===== src/rtl/chacha_xor_stream_pkg.sv =====
`default_nettype none
// ============================================================================
// Module   : chacha_xor_stream_pkg
// Brief    : Shared constants for the keystream core and its XOR consumer.
// Revision : 1.0
// ============================================================================
package chacha_xor_stream_pkg;

  typedef logic [7:0] byte_t;

  localparam int c_block_bytes = 64;
  localparam int c_ptr_w       = $clog2(c_block_bytes);

  localparam logic [1:0] c_st_wait  = 2'd0;
  localparam logic [1:0] c_st_fill  = 2'd1;
  localparam logic [1:0] c_st_serve = 2'd2;

endpackage
`default_nettype wire


===== src/rtl/chacha_xor_stream_if.sv =====
`default_nettype none
// ============================================================================
// Module   : chacha_xor_stream_if
// Brief    : Keystream burst, plaintext and ciphertext stream signals.
// Revision : 1.0
// ============================================================================
interface chacha_xor_stream_if;

  logic                         ks_ready;
  logic                         ks_rd;
  chacha_xor_stream_pkg::byte_t ks_data;
  logic                         in_valid;
  logic                         in_ready;
  chacha_xor_stream_pkg::byte_t in_data;
  logic                         out_valid;
  logic                         out_ready;
  chacha_xor_stream_pkg::byte_t out_data;
  logic                         flush;
  logic [15:0]                  blk_count;

  modport slave (
    input  ks_ready, ks_data, in_valid, in_data, out_ready, flush,
    output ks_rd, in_ready, out_valid, out_data, blk_count
  );

  modport master (
    output ks_ready, ks_data, in_valid, in_data, out_ready, flush,
    input  ks_rd, in_ready, out_valid, out_data, blk_count
  );

endinterface
`default_nettype wire


===== src/rtl/chacha_xor_stream_ks_buffer.sv =====
`default_nettype none
// ============================================================================
// Module   : ks_buffer
// Brief    : One keystream block; synchronous write, asynchronous read.
// Revision : 1.0
// ============================================================================
module ks_buffer
  import chacha_xor_stream_pkg::*;
#(
  parameter int BLOCK_BYTES = c_block_bytes,
  parameter int PTR_W       = c_ptr_w
) (
  input  wire logic             clk,
  input  wire logic             wr_en,
  input  wire logic [PTR_W-1:0] wr_ptr,
  input  wire byte_t            wr_data,
  input  wire logic [PTR_W-1:0] rd_ptr,
  output      byte_t            rd_data
);

  byte_t r_mem [BLOCK_BYTES];

  always_ff @(posedge clk) begin
    if (wr_en) r_mem[wr_ptr] <= wr_data;
  end

  assign rd_data = r_mem[rd_ptr];

endmodule
`default_nettype wire


===== src/rtl/chacha_xor_stream.sv =====
`default_nettype none
// ============================================================================
// Module   : chacha_xor_stream
// Brief    : Captures one keystream burst, then XORs it onto a byte stream.
// Revision : 1.0
// ============================================================================
module chacha_xor_stream
  import chacha_xor_stream_pkg::*;
#(
  parameter int BLOCK_BYTES = c_block_bytes,
  parameter int PTR_W       = c_ptr_w
) (
  input wire logic         clk,
  input wire logic         rst_n,
  chacha_xor_stream_if.slave bus
);

  localparam logic [PTR_W-1:0] c_last = PTR_W'(BLOCK_BYTES - 1);

  logic [1:0]       r_state;
  logic [PTR_W-1:0] r_wr_ptr;
  logic [PTR_W-1:0] r_rd_ptr;
  logic             r_flush_seen;
  logic             r_out_valid;
  byte_t            r_out_data;
  logic [15:0]      r_blk_count;

  logic             w_ks_rd;
  logic             w_in_ready;
  logic             w_accept;
  logic             w_wr_en;
  byte_t            w_ks_byte;

  // Burst byte 0 arrives in the same cycle as the read pulse, so it is combinational.
  assign w_ks_rd    = rst_n && (r_state == c_st_wait) && bus.ks_ready && !bus.flush;
  assign w_in_ready = rst_n && (r_state == c_st_serve) && !bus.flush &&
                      (!r_out_valid || bus.out_ready);
  assign w_accept   = w_in_ready && bus.in_valid;
  assign w_wr_en    = w_ks_rd || (r_state == c_st_fill);

  ks_buffer #(
    .BLOCK_BYTES (BLOCK_BYTES),
    .PTR_W       (PTR_W)
  ) u_ks_buffer (
    .clk     (clk),
    .wr_en   (w_wr_en),
    .wr_ptr  (r_wr_ptr),
    .wr_data (bus.ks_data),
    .rd_ptr  (r_rd_ptr),
    .rd_data (w_ks_byte)
  );

  always_ff @(posedge clk) begin
    if (!rst_n) begin
      r_state      <= c_st_wait;
      r_wr_ptr     <= '0;
      r_rd_ptr     <= '0;
      r_flush_seen <= 1'b0;
      r_out_valid  <= 1'b0;
      r_out_data   <= '0;
      r_blk_count  <= '0;
    end else begin
      case (r_state)
        c_st_wait: begin
          if (w_ks_rd) begin
            r_wr_ptr     <= PTR_W'(1);
            r_flush_seen <= 1'b0;
            r_state      <= c_st_fill;
          end
        end
        c_st_fill: begin
          r_wr_ptr <= r_wr_ptr + 1'b1;
          if (bus.flush) r_flush_seen <= 1'b1;
          if (r_wr_ptr == c_last) begin
            r_blk_count <= r_blk_count + 16'd1;
            r_rd_ptr    <= '0;
            // A flushed block is still counted but never served.
            r_state     <= (r_flush_seen || bus.flush) ? c_st_wait : c_st_serve;
          end
        end
        c_st_serve: begin
          if (bus.flush) begin
            r_rd_ptr <= '0;
            r_state  <= c_st_wait;
          end else if (w_accept) begin
            r_rd_ptr <= r_rd_ptr + 1'b1;
            if (r_rd_ptr == c_last) r_state <= c_st_wait;
          end
        end
        default: r_state <= c_st_wait;
      endcase

      // The output register is independent of the FSM so a pending byte survives flush.
      if (w_accept) begin
        r_out_valid <= 1'b1;
        r_out_data  <= bus.in_data ^ w_ks_byte;
      end else if (bus.out_ready) begin
        r_out_valid <= 1'b0;
      end
    end
  end

  assign bus.ks_rd     = w_ks_rd;
  assign bus.in_ready  = w_in_ready;
  assign bus.out_valid = r_out_valid;
  assign bus.out_data  = r_out_data;
  assign bus.blk_count = r_blk_count;

endmodule
`default_nettype wire


===== src/flat_wrapper.sv =====
// flat-port wrapper written by rule: the top's interface ports become plain ports
module chacha_xor_stream_flat import chacha_xor_stream_pkg::*;
#(
  parameter int BLOCK_BYTES = c_block_bytes,
  parameter int PTR_W       = c_ptr_w
)
  (clk, rst_n, bus_ks_ready, bus_ks_data, bus_in_valid, bus_in_data, bus_out_ready, bus_flush, bus_ks_rd, bus_in_ready, bus_out_valid, bus_out_data, bus_blk_count);
  chacha_xor_stream_if bus_i ();
  input wire logic clk;
  input wire logic rst_n;
  input wire logic [$bits(bus_i.ks_ready)-1:0] bus_ks_ready;
  input wire logic [$bits(bus_i.ks_data)-1:0] bus_ks_data;
  input wire logic [$bits(bus_i.in_valid)-1:0] bus_in_valid;
  input wire logic [$bits(bus_i.in_data)-1:0] bus_in_data;
  input wire logic [$bits(bus_i.out_ready)-1:0] bus_out_ready;
  input wire logic [$bits(bus_i.flush)-1:0] bus_flush;
  output wire logic [$bits(bus_i.ks_rd)-1:0] bus_ks_rd;
  output wire logic [$bits(bus_i.in_ready)-1:0] bus_in_ready;
  output wire logic [$bits(bus_i.out_valid)-1:0] bus_out_valid;
  output wire logic [$bits(bus_i.out_data)-1:0] bus_out_data;
  output wire logic [$bits(bus_i.blk_count)-1:0] bus_blk_count;
  assign bus_i.ks_ready = bus_ks_ready;
  assign bus_i.ks_data = bus_ks_data;
  assign bus_i.in_valid = bus_in_valid;
  assign bus_i.in_data = bus_in_data;
  assign bus_i.out_ready = bus_out_ready;
  assign bus_i.flush = bus_flush;
  assign bus_ks_rd = bus_i.ks_rd;
  assign bus_in_ready = bus_i.in_ready;
  assign bus_out_valid = bus_i.out_valid;
  assign bus_out_data = bus_i.out_data;
  assign bus_blk_count = bus_i.blk_count;
  chacha_xor_stream #(.BLOCK_BYTES(BLOCK_BYTES), .PTR_W(PTR_W)) u_core (.clk(clk), .rst_n(rst_n), .bus(bus_i));
endmodule

===== config.mk =====
export PLATFORM = sky130hd
export DESIGN_NAME = chacha_xor_stream_flat
export DESIGN_NICKNAME = d
export VERILOG_FILES = /design/src/rtl/chacha_xor_stream_pkg.sv /design/src/rtl/chacha_xor_stream_if.sv /design/src/rtl/chacha_xor_stream_ks_buffer.sv /design/src/rtl/chacha_xor_stream.sv /design/src/flat_wrapper.sv
export SDC_FILE = /design/constraint.sdc
export NUM_CORES = 1
export LEC_CHECK = 0
export ABC_AREA = 1
export BUFFER_PORTS_ARGS = -buffer_cell sky130_fd_sc_hd__buf_2
export CORE_AREA = 2 2 244 246
export DETAILED_ROUTE_END_ITERATION = 8
export DIE_AREA = 0 0 246 248
export PLACE_DENSITY = 0.57
export SYNTH_ARGS = -nofsm -noshare
export SYNTH_HDL_FRONTEND = slang
export SYNTH_SLANG_ARGS = --single-unit

===== constraint.sdc =====
create_clock -name clk -period 2.5 [get_ports clk]
set_clock_uncertainty 0.15 [all_clocks]
set_input_delay 0.25 -clock clk [delete_from_list [all_inputs] [get_ports clk]]
set_output_delay 0.25 -clock clk [all_outputs]
set_load 0.02 [all_outputs]

==> impl_results.md <==
* Run status: finished clean
* GR Util met3 at under 10%
* # nets final at 2248
* Count of clock tree sinks at ~560
* Placed Instances at 2919
* Global placement routability congestion at approximately 0.85
* PD cells at between 700 and 800 nW/um2
* Drt initial violations at roughly 1400
* Antenna viol nets, final at 0
* Layout cell share with drive strength beyond 1 at 12.6%
* Antenna violations before repair at 1
* Hold Violations, Final at 0
* Initial Utilization at just under 40%
* Detailed-route via count at 15900
* Unrepaired setup endpoints after global routing: yes
* Height of the die at 248 um
* Final max-slew violation count at 0
* Worst-case reg-to-reg path depth at 12
* Cell area after synthesis at approximately 23000 um2
* Yosys synthesis warning count at 0
* Critical Path Start Type: register
* Most used standard cell by instance count after synthesis: nand2_1
* Leakage power figure at between 0.009 and 0.01 uW
* Post-synthesis async set-or-reset flop share at 0%
* R2r setup slk at approximately 0.14 ns
* Synthesized net count at ~2100
* Length of the first detailed-routing pass in iterations at 5
* Setup violation total in the final timing report at 0
* Worst-margin pin slew at ~0.60 ns
* Met1 global-route usage at between 20% and 30%
* Largest fanout on the critical path at 36
* Die area at just over 60000 um2
* Worst min-delay path startpoint: bus_ks_data[4]
* Wirelength, routed at between 60000 and 70000 um
* Number of enable flip-flop cells after synthesis at between 500 and 600
* Kind of end point of the critical path: register
* Library cell used as clock root buffer: clkbuf_16
* Accumulated negative setup slack at 0 ns
* Synthesized area divided by synthesized cell count at 11.2 um2
* Clock Path Buffers at 3
* TritonCTS Buffers at between 50 and 60
* Clock transition at the registers of the reported paths at about 0.06 ns
* Largest cells by area after synthesis: edfxtp_1 (66%), nand2_1 (11%), nand3_1 (10%)
* Worst Hold End: u_core.u_ks_buffer.r_mem[19][4]
* Post-route minimum period at 2.36 ns
* Overall die width at approximately 250 um
* Clock H-tree levels at 2
* Max Freq at ~0.42 GHz
* Residual DRC count at 0
* Biggest area consumer among synthesized cells: edfxtp_1
* Worst min-delay path category: primary input to register
* Main synth FF type: edfxtp_1
* Cell depth of the worst min-delay path at 1
* Met2 track demand over resource at roughly a third
* Global route total overflow at 0
* Antenna Cells at 0
* Count of distinct cell types in the synthesized netlist at between 40 and 50
* Placed wire-length estimate at between 30000 and 40000 um
* CTS tree: built
* Slew Limit Headroom at 60.0%
* Global-route usage over all layers at around a fifth
* Power consumption at roughly 19000 uW
* Commonest cells post-synth: nand2_1 (700), edfxtp_1 (512), nand3_1 (462), nor2_1 (92), buf_2 (57)
* Register bit total from synthesis at ~560
* I/O pin cnt at 49
* Required time of the worst setup path at between 2 and 3 ns
* Port bufs at 48
* Sequential-to-total area share from yosys stat at a little over two thirds
* Largest net degree at the start of global routing at 84
* Via count of the first global-routing pass at between 15000 and 20000
* WL per Instance at 20.1 um
* Count of fill cells added during filler insertion at around 5300
* Max Cap Violations at 0
* Via-per-instance ratio at between 5 and 6
* Layout overhead on the synthesized area at 16.6%
* Fraction of post-synthesis cell area in the top cell type by area at between 60 and 70%
* Most Crowded Layer GR: met2
* Final instance count without filler cells at 3036
* Final period util at between 90% and 100%
* Clock latency at the later pin of the worst-skew pair at around 0.62 ns
* Placement Rows at a little under 90
* Mapped Cells at 2079
* Crit path arrival time at roughly 2.7 ns
* Placed standard-cell area at between 20000 and 25000 um2
* Critical R2R Capture: u_core.bus.out_data[7]
* Wire length of the first global-routing pass at between 90000 and 100000 um
* Summed area of non-filler cells in the final layout at around 27000 um2
* Setup Crit Path Kind: register to register
* Worst IR drop on VDD at between 0.0006 and 0.0007 V
* Placeable core area at about 58000 um2
==> area by class of cell <==
type	count	area, um2	share of cell area [%]
clock buffer	64	1430	5.29
clock inverter	34	398	1.47
inverter	58	230	0.851
multi-input combinational	1349	5940	22.0
sequential	558	16300	60.3
tap	773	967	3.58
timing repair buffer	200	1770	6.54
==> worst max-delay path: stages (launching register included) <==
cell and delay (ns):
dfxtp_4 0.47, buf_4 0.39, nand2_1 0.09, nand3_1 0.10, nand3_1 0.13, nand2_1 0.16, nand2_1 0.09, nand3_1 0.13
nand3_1 0.21, nand3_1 0.13, nand3_1 0.08, nand2_1 0.08, inv_1 0.04
==> worst max path at each step <==
| stage | startpoint | to | slack [ns] | cells past startpoint |
|---|---|---|---|---|
| after floorplan | u_core.r_state[1] | u_core.u_ks_buffer.r_mem[11][0] | 0.32 | 7 |
| after global placement | register | u_core.bus.out_data[0] | 0.09 | 14 |
| after detailed placement | register | u_core.bus.out_data[7] | 0.08 | 14 |
| after CTS | u_core.r_wr_ptr[1] | u_core.r_state[1] | 0.08 | 8 |
| after global routing | u_core.r_wr_ptr[1] | u_core.r_state[1] | -0.007 | 8 |
| final | register | u_core.bus.out_data[7] | 0.14 | 12 |
==> logic make-up after synthesis <==
logic type               Yosys count  share of synthesized area (%)
AND/OR/NAND/NOR                 1295                           24.0
buffers and inverters            172                           4.14
AO/OA/AOI/OAI                     45                           1.16
adder cells (fa/ha/maj)            3                          0.162
flip-flops                       558                           70.3
XOR/XNOR                           6                          0.227
==> placed cells by master (no fill, tap or decap), drive strengths merged, types with 2 or more instances in the layout <==
cell type,instances
nand2,704
nor3b,5
or2,2
clkinv,20
dfxtp,46
o21ai,13
o211a,2
bufinv,8
nand4,12
ha,3
inv,59
xor2,5
buf,181
clkbuf,65
nor2,95
o21a,9
a21oi,17
edfxtp,512
dlygate4sd3,18
nor3,13
clkinvlp,5
nand3,462
==> metal layers <==
metal  vias up  part of all wire (%)
li1       7513                     -
met1      7752                    44
met3        92                   6.3
met4         0                   2.5
met2       516                    47
met5         -                     0
==> stage by stage <==
step / util [%] / worst slack, ns / hold slack [ns]
5_1_grt: 46.3 / -0.00711 / 0.0242
4_1_cts: 46.2 / 0.0799 / 0.00305
2_1_floorplan: - / 0.321 / 0.199
3_3_place_gp: 42.7 / 0.0867 / 0.314
3_5_place_dp: 42.7 / 0.0805 / 0.329
6_report: 46.3 / 0.140 / 0.0153
==> flip-flops by register name, indices dropped and copies added (netlist names), named ones only <==
name and cells:
u_core.r_rd_ptr 6, u_core.bus.out_data 8, u_core.bus.out_valid 1, u_core.r_flush_seen 1, u_core.bus.blk_count 16, u_core.u_ks_buffer.r_mem 512, u_core.r_wr_ptr 6, u_core.r_state 2
==> power by group <==
group	switching, uW	internal [uW]
logic	269	93.1
registers	6.85	10200
clock network	3540	4910
total	3820	15200
==> timing repair <==
action | CTS | global route
endpoints found under the hold margin | 86 | 0
gates resized for setup | 0 | 7
hold buffers | 18 | 0
setup buffers | 0 | 0
setup endpoints to repair | 0 | 6
No activity file was read; power rests on OpenSTA's default activity.
